## src/rtl/riscv_v_pkg.sv

```systemverilog
// Shared vector-unit constants and the one-hot element-size encoding used by
// the vector write-back pipeline.
package riscv_v_pkg;

    localparam int unsigned RISCV_V_DATA_WIDTH       = 128;
    localparam int unsigned RISCV_V_NUM_BYTES_DATA   = RISCV_V_DATA_WIDTH / 8;
    localparam int unsigned RISCV_V_NUM_VALID_OSIZES = 5;
    localparam int unsigned RISCV_V_VL_WIDTH         = $clog2(RISCV_V_NUM_BYTES_DATA + 1);

    // v0 is the architectural mask register
    localparam int unsigned RISCV_V_MASK_RF_POS      = 0;

    // bit k set = element of 2^k bytes
    typedef enum logic [RISCV_V_NUM_VALID_OSIZES-1:0] {
        OSIZE_8B   = 5'b00001,
        OSIZE_16B  = 5'b00010,
        OSIZE_32B  = 5'b00100,
        OSIZE_64B  = 5'b01000,
        OSIZE_128B = 5'b10000
    } riscv_v_osize_e;

endpackage

```

## src/rtl/riscv_v_byte_en_gen.sv

```systemverilog
// Combinational byte-enable generator: maps element size, vl and the v0 mask
// onto per-byte register-file write enables.
module riscv_v_byte_en_gen
    import riscv_v_pkg::*;
#(
    parameter int unsigned NBYTES = RISCV_V_NUM_BYTES_DATA,
    parameter int unsigned VL_W   = RISCV_V_VL_WIDTH
) (
    input  logic                                valid,
    input  logic [RISCV_V_NUM_VALID_OSIZES-1:0] osize_vector,
    input  logic [VL_W-1:0]                     vl,
    input  logic                                vm,
    input  logic [NBYTES-1:0]                   mask,
    output logic [NBYTES-1:0]                   byte_en
);

    localparam int unsigned IDX_W = (NBYTES > 1) ? $clog2(NBYTES) : 1;

    logic [2:0] osize_ones;
    logic [2:0] osize_idx;
    logic       osize_ok;

    always_comb begin
        osize_ones = '0;
        osize_idx  = '0;
        for (int unsigned i = 0; i < RISCV_V_NUM_VALID_OSIZES; i++) begin
            if (osize_vector[i]) begin
                osize_ones = osize_ones + 3'd1;
                osize_idx  = i[2:0];
            end
        end
        osize_ok = (osize_ones == 3'd1);
    end

    // vl above the element count needs no explicit clamp: every element index
    // reachable from a byte lane is already below NBYTES>>k.
    always_comb begin
        byte_en = '0;
        for (int unsigned b = 0; b < NBYTES; b++) begin
            int unsigned elem;
            elem = b >> osize_idx;
            if (osize_ok && valid && (elem < 32'(vl)) && (vm || mask[elem[IDX_W-1:0]])) begin
                byte_en[b] = 1'b1;
            end
        end
    end

endmodule

```

## src/rtl/riscv_v_wb_pipe.sv

```systemverilog
// Vector write-back pipeline: EXE byte-enable generation plus MEM and WB register
// slices feeding the bypass network and RF write port. Optional RISCV_V_WB_STATS_EN.
module riscv_v_wb_pipe
    import riscv_v_pkg::*;
#(
    parameter int unsigned DATA_W = RISCV_V_DATA_WIDTH,
    parameter int unsigned NBYTES = DATA_W / 8,
    parameter int unsigned VL_W   = 5
) (
    input  logic                                clk,
    input  logic                                rst,
    input  logic                                exe_valid,
    input  logic [4:0]                          exe_rd_addr,
    input  logic [DATA_W-1:0]                   exe_result,
    input  logic [RISCV_V_NUM_VALID_OSIZES-1:0] exe_osize_vector,
    input  logic [VL_W-1:0]                     exe_vl,
    input  logic                                exe_vm,
    input  logic [NBYTES-1:0]                   exe_mask,
    input  logic                                stall,
    input  logic                                flush,
    output logic [NBYTES-1:0]                   rf_wr_en_mem,
    output logic [4:0]                          rf_wr_addr_mem,
    output logic [DATA_W-1:0]                   rf_wr_data_mem,
    output logic [NBYTES-1:0]                   rf_wr_en_wb,
    output logic [4:0]                          rf_wr_addr_wb,
    output logic [DATA_W-1:0]                   rf_wr_data_wb
`ifdef RISCV_V_WB_STATS_EN
    ,
    output logic [31:0]                         stat_wr_cnt,
    output logic [31:0]                         stat_byte_cnt
`endif
);

    logic [NBYTES-1:0] exe_byte_en;

    riscv_v_byte_en_gen #(
        .NBYTES (NBYTES),
        .VL_W   (VL_W)
    ) u_byte_en_gen (
        .valid        (exe_valid),
        .osize_vector (exe_osize_vector),
        .vl           (exe_vl),
        .vm           (exe_vm),
        .mask         (exe_mask),
        .byte_en      (exe_byte_en)
    );

    // Flush only clears the MEM enables; it still beats stall so a squashed
    // instruction cannot linger in MEM while the pipe is frozen.
    always_ff @(posedge clk) begin
        if (rst) begin
            rf_wr_en_mem   <= '0;
            rf_wr_addr_mem <= '0;
            rf_wr_data_mem <= '0;
        end else begin
            if (flush) begin
                rf_wr_en_mem <= '0;
            end else if (!stall) begin
                rf_wr_en_mem <= exe_byte_en;
            end
            if (!stall) begin
                rf_wr_addr_mem <= exe_rd_addr;
                rf_wr_data_mem <= exe_result;
            end
        end
    end

    always_ff @(posedge clk) begin
        if (rst) begin
            rf_wr_en_wb   <= '0;
            rf_wr_addr_wb <= '0;
            rf_wr_data_wb <= '0;
        end else if (!stall) begin
            rf_wr_en_wb   <= rf_wr_en_mem;
            rf_wr_addr_wb <= rf_wr_addr_mem;
            rf_wr_data_wb <= rf_wr_data_mem;
        end
    end

`ifdef RISCV_V_WB_STATS_EN
    logic [31:0] wb_byte_pop;

    always_comb begin
        wb_byte_pop = '0;
        for (int unsigned b = 0; b < NBYTES; b++) begin
            wb_byte_pop = wb_byte_pop + 32'(rf_wr_en_wb[b]);
        end
    end

    // A write held through a stall is counted once, on the cycle it retires.
    always_ff @(posedge clk) begin
        if (rst) begin
            stat_wr_cnt   <= '0;
            stat_byte_cnt <= '0;
        end else if (!stall && (rf_wr_en_wb != '0)) begin
            stat_wr_cnt   <= stat_wr_cnt + 32'd1;
            stat_byte_cnt <= stat_byte_cnt + wb_byte_pop;
        end
    end
`endif

endmodule

```

## config.mk

```make
export PLATFORM = sky130hd
export DESIGN_NAME = riscv_v_wb_pipe
export DESIGN_NICKNAME = d
export VERILOG_FILES = /design/src/rtl/riscv_v_pkg.sv /design/src/rtl/riscv_v_byte_en_gen.sv /design/src/rtl/riscv_v_wb_pipe.sv
export SDC_FILE = /design/constraint.sdc
export NUM_CORES = 1
export LEC_CHECK = 0
export BUFFER_PORTS_ARGS = -buffer_cell sky130_fd_sc_hd__buf_2
export CAP_MARGIN = 40
export CELL_PAD_IN_SITES_DETAIL_PLACEMENT = 0
export CELL_PAD_IN_SITES_GLOBAL_PLACEMENT = 2
export CORE_AREA = 2 2 207 209
export CTS_BUF_LIST = sky130_fd_sc_hd__clkbuf_4
export CTS_CLUSTER_SIZE = 8
export DETAILED_ROUTE_END_ITERATION = 12
export DIE_AREA = 0 0 209 211
export PLACE_DENSITY = 0.86
export RECOVER_POWER = 25
export SYNTH_ARGS = -nofsm -noshare
export SYNTH_HDL_FRONTEND = slang
export SYNTH_HIERARCHICAL = 1
export SYNTH_SLANG_ARGS = --single-unit
```

## constraint.sdc

```tcl
create_clock -name clk -period 3.4 [get_ports clk]
set_input_delay 0.17 -clock clk [delete_from_list [all_inputs] [get_ports clk]]
set_output_delay 0.17 -clock clk [all_outputs]
set_load 0.01 [all_outputs]
```

==> impl_metrics.csv, run 1 <==
group,metric,value,unit
cts,cts_sinks,298,
floorplanning,io_pins,463,
drt,drcViolationCount,0,
cts,clk_latency,0.76,ns
critical_path,ff2ff_setup_slack,2.14,ns
global_routing,grt_pass1_vias,11400,
drt,via_per_inst,4.67,
timing,worst_slack,0.453,ns
global_routing,busiest_layer,"met2",
drt,route.final.wire_length,42.0,mm
global_routing,grt-ovfl-total,0,
drt,vias,11600,
cts,htree_levels,3,
timing,skew,0.0380,ns
floorplanning,core-area,41800,um^2
timing,tightest_slew,1.96,ns
critical_path,crit_required,4.07,ns
logic_synthesis,yosysWarnings,6,
pwr,power_leakage,0.00886,uW
critical_path,rr_worst_depth,3,
logic_synthesis,synth_area_leader_cell,"dfxtp_1",
timing,slew_violations,56,
global_routing,grt_max_degree,115,
cts,clk_pin_slew,0.06,ns
critical_path,worstReg2RegStart,"rf_wr_data_mem[26]",
timing,tns,0,ns
cts,cts_buffers,82,
timing,maxSlewHeadroom,-30.4,%
critical_path,crit_type,"input pin to flip-flop",
worst_hold_path,min_to,"rf_wr_en_mem[0]",
cts,cts_tree,"done",
timing,hold_viol_final,0,
place,dp_hpwl,29.2,mm
cts,ctsResizeCount,0,
job,maxCapViolations,1,
global_routing,grt_use_met1,22.0,%
pwr,ir_worst_vdd,0.218,mV
critical_path,timing.rr.end,"rf_wr_data_mem[26]",
floorplanning,start_util,30.6,%
cells_and_area,drive_gt1_share,29.9,%
logic_synthesis,syn_area_per_cell,10.1,um^2
global_routing,grt_use_total,18.4,%
cells_and_area,stdcell_area,17900,um^2
timing,fin_crit_sh,86.7,%
logic_synthesis,synth_cell_type_count,64,
cells_and_area,stdcell_count,2496,
worst_hold_path,hold_path_class,"input pin to flip-flop",
logic_synthesis,synth_area,12800,um^2
timing,finalSetupViolations,0,
cts,ctsRootBufferMaster,"clkbuf_4",
outcome,violations,"max-capacitance violations, max-slew violations",
place,dp.cells,2195,
worst_hold_path,hold_depth,5,
critical_path,arrival,3.62,ns
critical_path,startpoint_type,"input pin",
timing,rsz0062_at_grt,"no",
place,place_area,15400,um^2
drt,drtIter0Drc,644,
global_routing,grt_pass1_wl,64.1,mm
logic_synthesis,synth_edf_count,0,
place,portBuffers,462,
cells_and_area,synthToLayoutAreaGrowth,40.0,%
logic_synthesis,async_reset_ff_share,0,%
global_routing,grt_use_met3,5.59,%
cells_and_area,finalNetCount,2093,
logic_synthesis,synthFlopType,"dfxtp_1",
cts,postCtsSetupRepairBufs,0,
floorplanning,rows,75,
outcome,outcome,"finished with violations",
floorplanning,die_w,209,um
place,place.gp.congestion,0.882,
logic_synthesis,synth_area_leaders,"dfxtp_1 47%, mux2i_1 25%, nor2_1 9.3%",
cts,cts_buffer_depth,3,
global_routing,use_met2,30.3,%
drt,drt-wirelength-per-cell,16.8,um
logic_synthesis,synth_top_area_share,46.6,%
logic_synthesis,yosysSeqAreaShare,46.6,%
cts,hold_buffers,168,
worst_hold_path,hold_path_startpoint,"exe_vl[0]",
floorplanning,die_h,211,um
pwr,powerDensity,458,nW/um^2
timing,worst_hold_slack,0.113,ns
drt,drt_first_pass_iters,7,
critical_path,end_kind,"flip-flop",
floorplanning,dieArea,44100,um^2
logic_synthesis,yosys_register_bits,298,
drt,ant_nets,0,
global_routing,antenna_found_initial,1,
timing,finalCriticalPeriod,2.95,ns
logic_synthesis,syn-num-nets,1450,
place,place_ws,0.242,ns
timing,fmax,339,MHz
critical_path,critPathMaxFanout,15,
logic_synthesis,synthCells,1265,
per-stage QoR:
step	utilization, %	power (uW)
after floorplan	-	4560
after global placement	36.8	4960
after detailed placement	36.8	4980
after CTS	43.1	8340
after global routing	42.9	8660
final	42.9	8200
cell families after synthesis:
family | synth area share [%]
and+or+nand+nor | 12.1
muxes | 27.2
DFF | 46.6
AOI/OAI and AO/OA | 6.11
buffers and inverters | 5.66
adders and majority gates | 1.96
xor gates and xnor gates | 0.381
area by class of cell:
class / instances / area, um^2
repair buffers: 651 / 4120
clock inverters: 15 / 93.8
multi-input cells: 853 / 6100
fillers: 4188 / 23800
flip-flops and latches: 298 / 5970
clock buffers: 117 / 878
diodes: 1 / 2.50
well taps: 539 / 674
inverters: 22 / 82.6
power by group:
group / total, uW / switching (uW) / internal (uW)
clock network: 3130 / 1490 / 1640
logic: 1320 / 689 / 634
registers: 3750 / 100 / 3650
total: 8200 / 2280 / 5920
routing by layer:
layer  wire length, um  share of wire [%]
met1             17300                 41
met2             20100                 48
met3              3240                7.7
met4              1300                3.1
met5                 0                  0
layout by cell type, fill, tap and decap left out, drive strengths merged, types with 7 or more instances in the layout:
master / instances
a21oi: 28
mux2i: 315
mux4: 10
dlygate4sd3: 168
o21ai: 32
clkbuf: 182
nand2: 19
ha: 20
inv: 27
clkinv: 9
buf: 418
dfxtp: 298
nand3: 8
mux2: 9
a211oi: 7
nor2: 320
nand2b: 7
worst max-delay path by stage:
stage	from	endpoint	depth (start not counted)
finish	exe_osize_vector[1]	rf_wr_en_mem[15]	17
global route	exe_osize_vector[1]	rf_wr_en_mem[15]	17
CTS	exe_osize_vector[1]	rf_wr_en_mem[15]	17
detailed placement	exe_osize_vector[2]	rf_wr_en_mem[8]	13
global placement	exe_osize_vector[1]	rf_wr_en_mem[15]	16
floorplan	exe_osize_vector[4]	rf_wr_en_mem[13]	15
synthesized netlist by cell type (11+ instances only):
cell	count
mux2i_1	315
o21ai_0	31
buf_6	15
inv_1	20
nand2_1	19
a21oi_1	27
buf_8	11
nor2_1	318
clkbuf_1	41
buf_2	12
ha_1	20
dfxtp_1	298
buf_4	12
sequential cells by signal, indices dropped and copies added (netlist names):
| register | count |
|---|---|
| rf_wr_data_mem | 128 |
| rf_wr_addr_mem | 5 |
| rf_wr_en_mem | 16 |
| rf_wr_addr_wb | 5 |
| rf_wr_en_wb | 16 |
| rf_wr_data_wb | 128 |
critical path: stages:
cell and delay [ns]:
buf_2 0.16, inv_1 0.08, ha_1 0.32, xor2_1 0.16
ha_1 0.29, nor2b_1 0.04, a31oi_1 0.22, ha_1 0.19
nand2_1 0.06, xnor2_1 0.20, xnor2_1 0.15, nand3_2 0.38
buf_4 0.29, nor3_2 0.16, mux2i_1 0.08, nor2_1 0.10
dlygate4sd3_1 0.55
Note: power is estimated with default switching activity, not from simulation.
==> run 2: changes to the inputs <==
--- a/config.mk
+++ b/config.mk
@@ -5,16 +5,17 @@
 export SDC_FILE = /design/constraint.sdc
 export NUM_CORES = 1
 export LEC_CHECK = 0
+export ABC_AREA = 1
 export BUFFER_PORTS_ARGS = -buffer_cell sky130_fd_sc_hd__buf_2
 export CAP_MARGIN = 40
 export CELL_PAD_IN_SITES_DETAIL_PLACEMENT = 0
 export CELL_PAD_IN_SITES_GLOBAL_PLACEMENT = 2
-export CORE_AREA = 2 2 207 209
+export CORE_AREA = 2 2 220 222
 export CTS_BUF_LIST = sky130_fd_sc_hd__clkbuf_4
 export CTS_CLUSTER_SIZE = 8
 export DETAILED_ROUTE_END_ITERATION = 12
-export DIE_AREA = 0 0 209 211
-export PLACE_DENSITY = 0.86
+export DIE_AREA = 0 0 222 224
+export PLACE_DENSITY = 0.85
 export RECOVER_POWER = 25
 export SYNTH_ARGS = -nofsm -noshare
 export SYNTH_HDL_FRONTEND = slang
==> run 2 against run 1 <==
The flow still finishes with violations (max-capacitance violations, max-slew violations). Via count increased by 23%. Hold slack gained 0.032 ns. Sequential share of layout area down 0.92 points. Die area increased by 13%. Combinational power up 20%. Critical endpoint is now rf_wr_en_mem[9]. Core utilization down 4.0 points. Fmax shrank 3.0%. Non-clock buffer count increased by 34. Critical path depth up 5. Largest cell class is now sequential cells. Sequential power is 3% higher.
==> impl_metrics.csv, run 2 <==
group,metric,value,unit
outcome,outcome,"finished with violations",
outcome,violations,"max-capacitance violations, max-slew violations",
drt,vias,14300,
cts,cts_sinks,298,
drt,topRoutingLayerUsed,"met5",
drt,routedLengthMet1,21.4,mm
logic_synthesis,synth.area.mux_share,0,%
floorplanning,dieArea,49700,um^2
logic_synthesis,synth_cell_type_count,33,
place,dp_hpwl,35.4,mm
global_routing,grt_pass1_vias,13300,
global_routing,grt_use_total,19.7,%
floorplanning,io_pins,463,
timing,worst_hold_slack,0.145,ns
timing,rsz0062_at_grt,"no",
logic_synthesis,synth_top_family_by_area,"simple AND/OR/NAND/NOR gates",
logic_synthesis,synth_compound_area_share,15.8,%
floorplanning,die_w,222,um
timing,tns,0,ns
timing,maxSlewHeadroom,-28.8,%
cts,cts_buffers,85,
cells_and_area,layout_common_cells,"628 x nor2_1, 461 x buf_2, 298 x dfxtp_1, 290 x o21ai_0, 202 x dlygate4sd3_1",
pwr,p_int,6200,uW
logic_synthesis,synth_edf_count,0,
pwr,power_leakage,0.00909,uW
job,maxCapViolations,1,
timing,fin_crit_sh,89.4,%
worst_hold_path,hold_path_class,"input pin to flip-flop",
cells_and_area,multiInputGateArea,5760,um^2
cells_and_area,drive_gt1_share,25.5,%
timing,fmax,329,MHz
pwr,p_switching,2610,uW
timing,tightest_slew,1.93,ns
critical_path,crit_chain,"buf_2 > inv_1 > ha_1 > nand2_1 > nand2_1 > inv_1 > ha_1 > or2_0 > nand2_1 > inv_1 > ha_1 > inv_1 > nand4_1 > nand2_2 > nand3_4 > nor2_1 > dlygate4sd3_1 > nand2_1 > dlygate4sd3_1 > inv_1 > nor2_1 > nor2_1",
logic_synthesis,synth_area,12700,um^2
cts,ctsRootBufferMaster,"clkbuf_4",
drt,drcViolationCount,0,
pwr,ir_worst_vdd,0.251,mV
global_routing,grt_pass1_wl,76.8,mm
logic_synthesis,synthAdderAreaFrac,1.97,%
drt,ant_nets,0,
cells_and_area,top_regs,"rf_wr_data_mem: 128 flops, rf_wr_data_wb: 128 flops",
logic_synthesis,synth_common_cells,"628 x nor2_1, 298 x dfxtp_1, 290 x o21ai_0",
logic_synthesis,synthSimpleGateAreaFrac,27.5,%
pwr,powerDensity,478,nW/um^2
critical_path,startpoint_type,"input pin",
logic_synthesis,synth_top_area_share,46.9,%
floorplanning,rows,80,
timing,hold_viol_final,0,
drt,dr_wl_met3,3.83,mm
floorplanning,core-area,47300,um^2
timing,slew_violations,104,
global_routing,grt-ovfl-total,0,
drt,via_per_inst,4.59,
critical_path,cpMostUsedCell,"inv_1",
cts,htree_levels,3,
cells_and_area,layout_commonest_cell,"nor2_1",
drt,drt-wirelength-per-cell,16.4,um
logic_synthesis,synthFlopType,"dfxtp_1",
place,portBuffers,462,
pwr,switching_share,29.6,%
floorplanning,start_util,26.8,%
cells_and_area,finalNetCount,2631,
cts,cts_buffer_depth,3,
pwr,pwr-share-clk,38.2,%
place,place_area,15300,um^2
cells_and_area,stdcell_area,18400,um^2
global_routing,antenna_found_initial,2,
cts,clk_latency,0.80,ns
logic_synthesis,async_reset_ff_share,0,%
place,place.gp.congestion,0.871,
critical_path,end_kind,"flip-flop",
logic_synthesis,yosysWarnings,6,
critical_path,crit_type,"input pin to flip-flop",
logic_synthesis,synth.most_common_cell,"nor2_1",
timing,finalCriticalPeriod,3.04,ns
logic_synthesis,syn-num-nets,1972,
cells_and_area,synthToLayoutAreaGrowth,45.0,%
logic_synthesis,syn_area_per_cell,7.11,um^2
pwr,combPwrFrac,17.9,%
cells_and_area,fill_cells,5124,
drt,drtIter0Drc,896,
timing,finalSetupViolations,0,
drt,route.final.wire_length,51.0,mm
cts,postCtsSetupRepairBufs,0,
cts,cts_tree,"done",
pwr,seqPwrFrac,43.8,%
logic_synthesis,synth_xor_area_share,0,%
cts,clk_pin_slew,0.06,ns
drt,wl_met2,24.0,mm
logic_synthesis,synth_area_leaders,"dfxtp_1 47%, nor2_1 19%, o21ai_0 11%",
logic_synthesis,yosysSeqAreaShare,46.9,%
critical_path,critPathMaxStageDelay,0.56,ns
global_routing,grt_max_degree,182,
cells_and_area,seq_area,5970,um^2
critical_path,arrival,3.78,ns
drt,drt_first_pass_iters,6,
logic_synthesis,synthCells,1787,
critical_path,critPathMaxFanout,8,
floorplanning,die_h,224,um
logic_synthesis,yosys_register_bits,298,
critical_path,crit_required,4.14,ns
logic_synthesis,synth_area_leader_cell,"dfxtp_1",
timing,skew,0.0526,ns
critical_path,cp_slowest_cell,"dlygate4sd3_1",
[run 2: final timing paths]
| kind | from | end | slack (ns) | cells past startpoint |
|---|---|---|---|---|
| hold reg to reg | rf_wr_data_wb[23] | rf_wr_data_wb[23] | 0.47 | 2 |
| setup reg to reg | rf_wr_en_mem[8] | rf_wr_en_mem[8] | 2.21 | 5 |
| hold / removal | exe_mask[12] | rf_wr_en_mem[13] | 0.15 | 9 |
| setup / recovery | exe_osize_vector[1] | rf_wr_en_mem[9] | 0.36 | 22 |
[run 2: what timing repair did]
item                       in CTS  in global routing
hold buffers                  202                  0
setup endpoints to repair       0                  0
hold endpoints to repair      202                  0
resized for setup               0                  0
[run 2: logic make-up (layout without fill, tap and decap cells)]
kind of cell	after synthesis	count (layout)
compound gates	384	384
fa+ha+maj	20	20
buf+inv	191	907
flops	298	298
other cells	0	1
simple gates	894	894
[run 2: final cells by class]
cell class	count	share of cell area, %
Multi-Input combinational cell	1298	31.2
Sequential cell	298	32.4
Inverter	78	1.65
Antenna cell	1	0.0136
Timing Repair Buffer	685	24.7
Clock buffer	132	5.38
Clock inverter	12	0.455
Tap cell	615	4.18
[run 2: routing by layer]
metal	track usage, %	vias to the layer above
met2	32.6	512
met5	0	-
met3	5.72	102
met4	9.05	2
li1	-	7121
met1	23.5	6573
[run 2: critical path: cells and delay by family]
kind,cells,cell delay (ns)
AND/OR/NAND/NOR,11,1.32
buffers and inverters,8,1.48
adder cells (fa/ha/maj),3,0.81
[run 2: power by group through the flow]
| stage | sequential, uW | combinational, uW | clock, uW |
|---|---|---|---|
| floorplan | 4030 | 691 | 0 |
| global placement | 3930 | 1360 | 0 |
| detailed placement | 3940 | 1370 | 0 |
| CTS | 3860 | 1580 | 3530 |
| global route | 3890 | 1750 | 3690 |
| finish | 3860 | 1580 | 3370 |
[run 2: per-stage QoR]
stage                     power [uW]  cells  worst slack (ns)  util, %
after floorplan                 4730   1787             0.883        -
after global placement          5290   2771             0.411     32.4
after detailed placement        5310   2772             0.418     32.4
after CTS                       8970   3118             0.452     39.0
after global routing            9330   3119             0.128     38.9
final                           8810   3119             0.362     38.9
